==> config.mk <==
export PLATFORM = sky130hd
export DESIGN_NAME = toggle_counter_n
export DESIGN_NICKNAME = d
export VERILOG_FILES = /design/src/rtl/toggle_counter_n.sv
export SDC_FILE = /design/constraint.sdc
export NUM_CORES = 1
export LEC_CHECK = 0
export BUFFER_PORTS_ARGS = -buffer_cell sky130_fd_sc_hd__buf_2
export CELL_PAD_IN_SITES_DETAIL_PLACEMENT = 2
export CELL_PAD_IN_SITES_GLOBAL_PLACEMENT = 2
export CORE_MARGIN = 5
export CORE_UTILIZATION = 25
export DETAILED_ROUTE_END_ITERATION = 10
export PLACE_DENSITY = 0.81
export SLEW_MARGIN = 40
export SYNTH_ARGS = -nofsm -noshare
export SYNTH_HDL_FRONTEND = slang
export SYNTH_SLANG_ARGS = --single-unit
==> constraint.sdc <==
create_clock -name clk -period 3.5 [get_ports clk]
set_clock_uncertainty 0.1 [all_clocks]
set_input_delay 0.7 -clock clk [delete_from_list [all_inputs] [get_ports clk]]
set_output_delay 0.7 -clock clk [all_outputs]
set_load 0.05 [all_outputs]
==> src/rtl/toggle_counter_n.sv <==
// toggle_counter_n: WIDTH-bit T flip-flop chain counter with programmable modulus
// Ports:
//   clk      - rising-edge clock
//   reset    - synchronous active-high reset (q <= 0, wrap <= 0)
//   enable   - count enable, the T input of the chain
//   up       - 1 = count up, 0 = count down
//   load     - synchronous parallel load, overrides enable
//   load_val - value to load, clamped to MODULO-1
//   q        - registered count, 0..MODULO-1
//   tc       - combinational terminal count, for cascading into the next stage
//   wrap     - registered one-cycle pulse after a wrap edge
// Macro TOGGLE_COUNTER_SAT_EN selects saturating mode: hold at the limits, wrap tied 0.
module toggle_counter_n #(
    parameter int WIDTH  = 4,
    parameter int MODULO = 16
) (
    input  logic             clk,
    input  logic             reset,
    input  logic             enable,
    input  logic             up,
    input  logic             load,
    input  logic [WIDTH-1:0] load_val,
    output logic [WIDTH-1:0] q,
    output logic             tc,
    output logic             wrap
);
    localparam logic [WIDTH-1:0] LAST = WIDTH'(MODULO - 1);
    logic [WIDTH-1:0] t;
    logic [WIDTH-1:0] q_step;
    logic [WIDTH-1:0] q_load;
    logic             carry_up;
    logic             carry_dn;
    // Bit k toggles when all lower bits are 1 (up) or all 0 (down).
    always_comb begin
        t        = '0;
        carry_up = enable;
        carry_dn = enable;
        for (int k = 0; k < WIDTH; k++) begin
            t[k]     = up ? carry_up : carry_dn;
            carry_up = carry_up & q[k];
            carry_dn = carry_dn & ~q[k];
        end
    end
    assign tc     = enable & (up ? (q == LAST) : (q == '0));
    assign q_load = (load_val > LAST) ? LAST : load_val;
    // Terminal count overrides the natural binary toggle so non-power-of-2 moduli wrap.
`ifdef TOGGLE_COUNTER_SAT_EN
    assign q_step = tc ? q : (q ^ t);
    assign wrap   = 1'b0;
`else
    assign q_step = tc ? (up ? '0 : LAST) : (q ^ t);
    always_ff @(posedge clk) begin
        if (reset)
            wrap <= 1'b0;
        else
            wrap <= tc & ~load;
    end
`endif
    always_ff @(posedge clk) begin
        if (reset)
            q <= '0;
        else if (load)
            q <= q_load;
        else if (enable)
            q <= q_step;
    end
endmodule

==> impl_metrics.ini <==
[placed_design]
hpwl_um = 886
gp_congestion = 0.726
port_buffers = 14
place_inst = 76

[synthesis]
ys_seq_area_share_pct = 26.8
synth_edf_count = 0
ys_ff_latch = 5
synth_ff_type = dfxtp_1
yosys-top-cells-area = dfxtp_1, ha_1, nand2b_1
synth.distinct_cells = 24
synthXorXnorAreaFrac_pct = 4.70
synth_cells = 47
muxShareOfSynthArea_pct = 0
netlist_area_um2 = 373
synth_top_family_by_area = simple AND/OR/NAND/NOR gates
ys_warn_count = 0
synth.avg_cell_area_um2 = 7.93
yosysTopAreaCell = dfxtp_1
syn-num-nets = 58
ys_async_sr_fraction_pct = 0
synth_simple_gate_area_share_pct = 33.9
synth_adder_area_share_pct = 6.71
yosysTopAreaCellShare_pct = 26.8
synth_compound_area_share_pct = 22.8

[finish]
nets = 76
synthToLayoutAreaGrowth_pct = 29.2
final_common_cell = buf_2
fin_util_pct = 33.1
final_cell_mix = buf_2, nor2_1, dfxtp_1
drive_above_1_share_pct = 31.3
stdcell_count = 80
nFillCells = 184
antenna_cells = 0

[floorplanning]
dieArea_um2 = 2360
core-area_um2 = 1450
initial_core_util_pct = 25.6
core.rowCount = 14
die_y_um = 48.6
io_pins = 15
die_width_um = 48.6

[critical_path]
cp-end-kind = output port
crit_start = up
crit_buf_inv = 2
cpMostUsedCell = buf_2
reg2regPathDepth = 4
cp_top_family = simple AND/OR/NAND/NOR gates
path_max_fanout = 7
critical_path_arrival_ns = 1.79
rrSetupSlack_ns = 1.92
path_class = in -> out
critPathCapture = tc
startpoint_type = input pin
r2r-start = q[1]
reg2reg_to = q[1]
max_stage_delay_ns = 0.39
slowest_stage = or4_1
crit_cells = 5
required_ns = 2.70
crit_chain = buf_2, or4_1, nor2_1, o21a_1, buf_2

[timing]
fin_crit_ns = 2.59
setup_viol = 0
rsz0062_at_grt = false
slew-limit-headroom_pct = 63.9
finalCritPeriodShare_pct = 74.0
finalHoldViolations = 0
tightest_slew_ns = 0.540
fin_hold_ws_ns = 0.564
finalMaxSlewViolations = 0
fin_tns_setup_ns = 0
timing.fmax_ghz = 0.386

[pwr]
p_sw_share_pct = 37.0
power_density_nw_per_um2 = 426
pwr-share-comb_pct = 31.9
irDropWorstVdd_mv = 0.135
p_total_w = 0.000205
power.switching_w = 0.0000759
pwr-share-seq_pct = 35.5
p_int_w = 0.000129
leakagePower_nw = 0.218
p_clk_share_pct = 32.5

[global_routing]
grt_max_degree = 11
antenna_found_initial = 0
grt_use_total_pct = 10.4
grt_pass1_wl_um = 1950
grt_pass1_vias = 416
grt_remaining_overflow = 0

[route]
wire_per_inst_um = 13.7
first_iter_violations = 0
viasPerCell = 5.14
dr.pass1.iters = 1
drtAntennaViolNets = 0
dr_total_vias = 411
drt-total-wl_um = 1090
drc_errors = 0

[clocking]
ctsRootBufferMaster = clkbuf_4
cts_resized = 0
clock_sinks = 5
htree_levels = 1
post_cts_buffers = 0
cts_tree = done
cts_buffer_depth = 2
cts_hold_buf = 0
path_clk_slew_ns = 0.04
clk_latency_ns = 0.24
cts_buffers = 3

[worst_hold_path]
hp-class = reg -> reg

[outcome]
status = finished, final reports clean

[job]
maxCapViolCount = 0
## final cells by class
class	instances	area (µm²)	share of cell area, %
multi-input cells	38	254	52.7
flip-flops and latches	5	100	20.8
repair buffers	14	70.1	14.5
clock buffers	4	26.3	5.45
well taps	16	20.0	4.16
inverters	3	11.3	2.34
## worst min path at each step
stage	cells after the start	slack, ns	startpoint	endpoint
3_3_place_gp	2	0.53	q[3]	q[3]
2_1_floorplan	1	0.67	reset	wrap
5_1_grt	2	0.60	q[3]	q[3]
4_1_cts	2	0.58	q[2]	q[2]
3_5_place_dp	2	0.57	q[3]	q[3]
6_report	2	0.56	q[3]	q[3]
## cells by family after synthesis
| logic type | Yosys count |
|---|---|
| AO/OA/AOI/OAI | 13 |
| XOR/XNOR | 2 |
| adder cells (fa/ha/maj) | 2 |
| buffers and inverters | 4 |
| flip-flops | 5 |
| AND/OR/NAND/NOR | 21 |
## flip-flops by register name, summed over array words and instances, names as in the netlist
register and count:
q 4, wrap 1
## routing by layer
layer	GRT usage, %	wire length, µm	up-vias
met5	0	0	-
met4	2.69	6	0
met3	7.06	91	2
met2	16.1	503	11
met1	11.5	492	192
li1	-	-	206
## power groups by stage
stage               Sequential [W]   Clock, W  Combinational, W
finish                   0.0000728  0.0000667         0.0000655
global route             0.0000742  0.0000756         0.0000722
CTS                      0.0000731  0.0000706         0.0000667
detailed placement       0.0000742          0         0.0000665
global placement         0.0000737          0         0.0000652
floorplan                0.0000908          0         0.0000294
## Yosys cell counts (2+ instances only)
master	number
dfxtp_1	5
nor2_1	5
nand2b_1	4
a21oi_1	3
inv_1	3
a211o_1	2
a211oi_1	2
ha_1	2
nand4_1	2
nor3_1	2
o21ai_0	2
o22ai_1	2
xnor2_1	2
## metrics by stage
step	area [µm²]	setup slack, ns
2_1_floorplan	373	1.04
3_3_place_gp	455	0.933
3_5_place_dp	455	0.895
4_1_cts	482	0.897
5_1_grt	482	0.820
6_report	482	0.911
## worst min-delay path, cell delays in order (launching register included)
cell and delay [ns]:
dfxtp_1 0.36, xnor2_1 0.18, o22ai_1 0.07
Note: power is estimated with default switching activity, not from simulation.
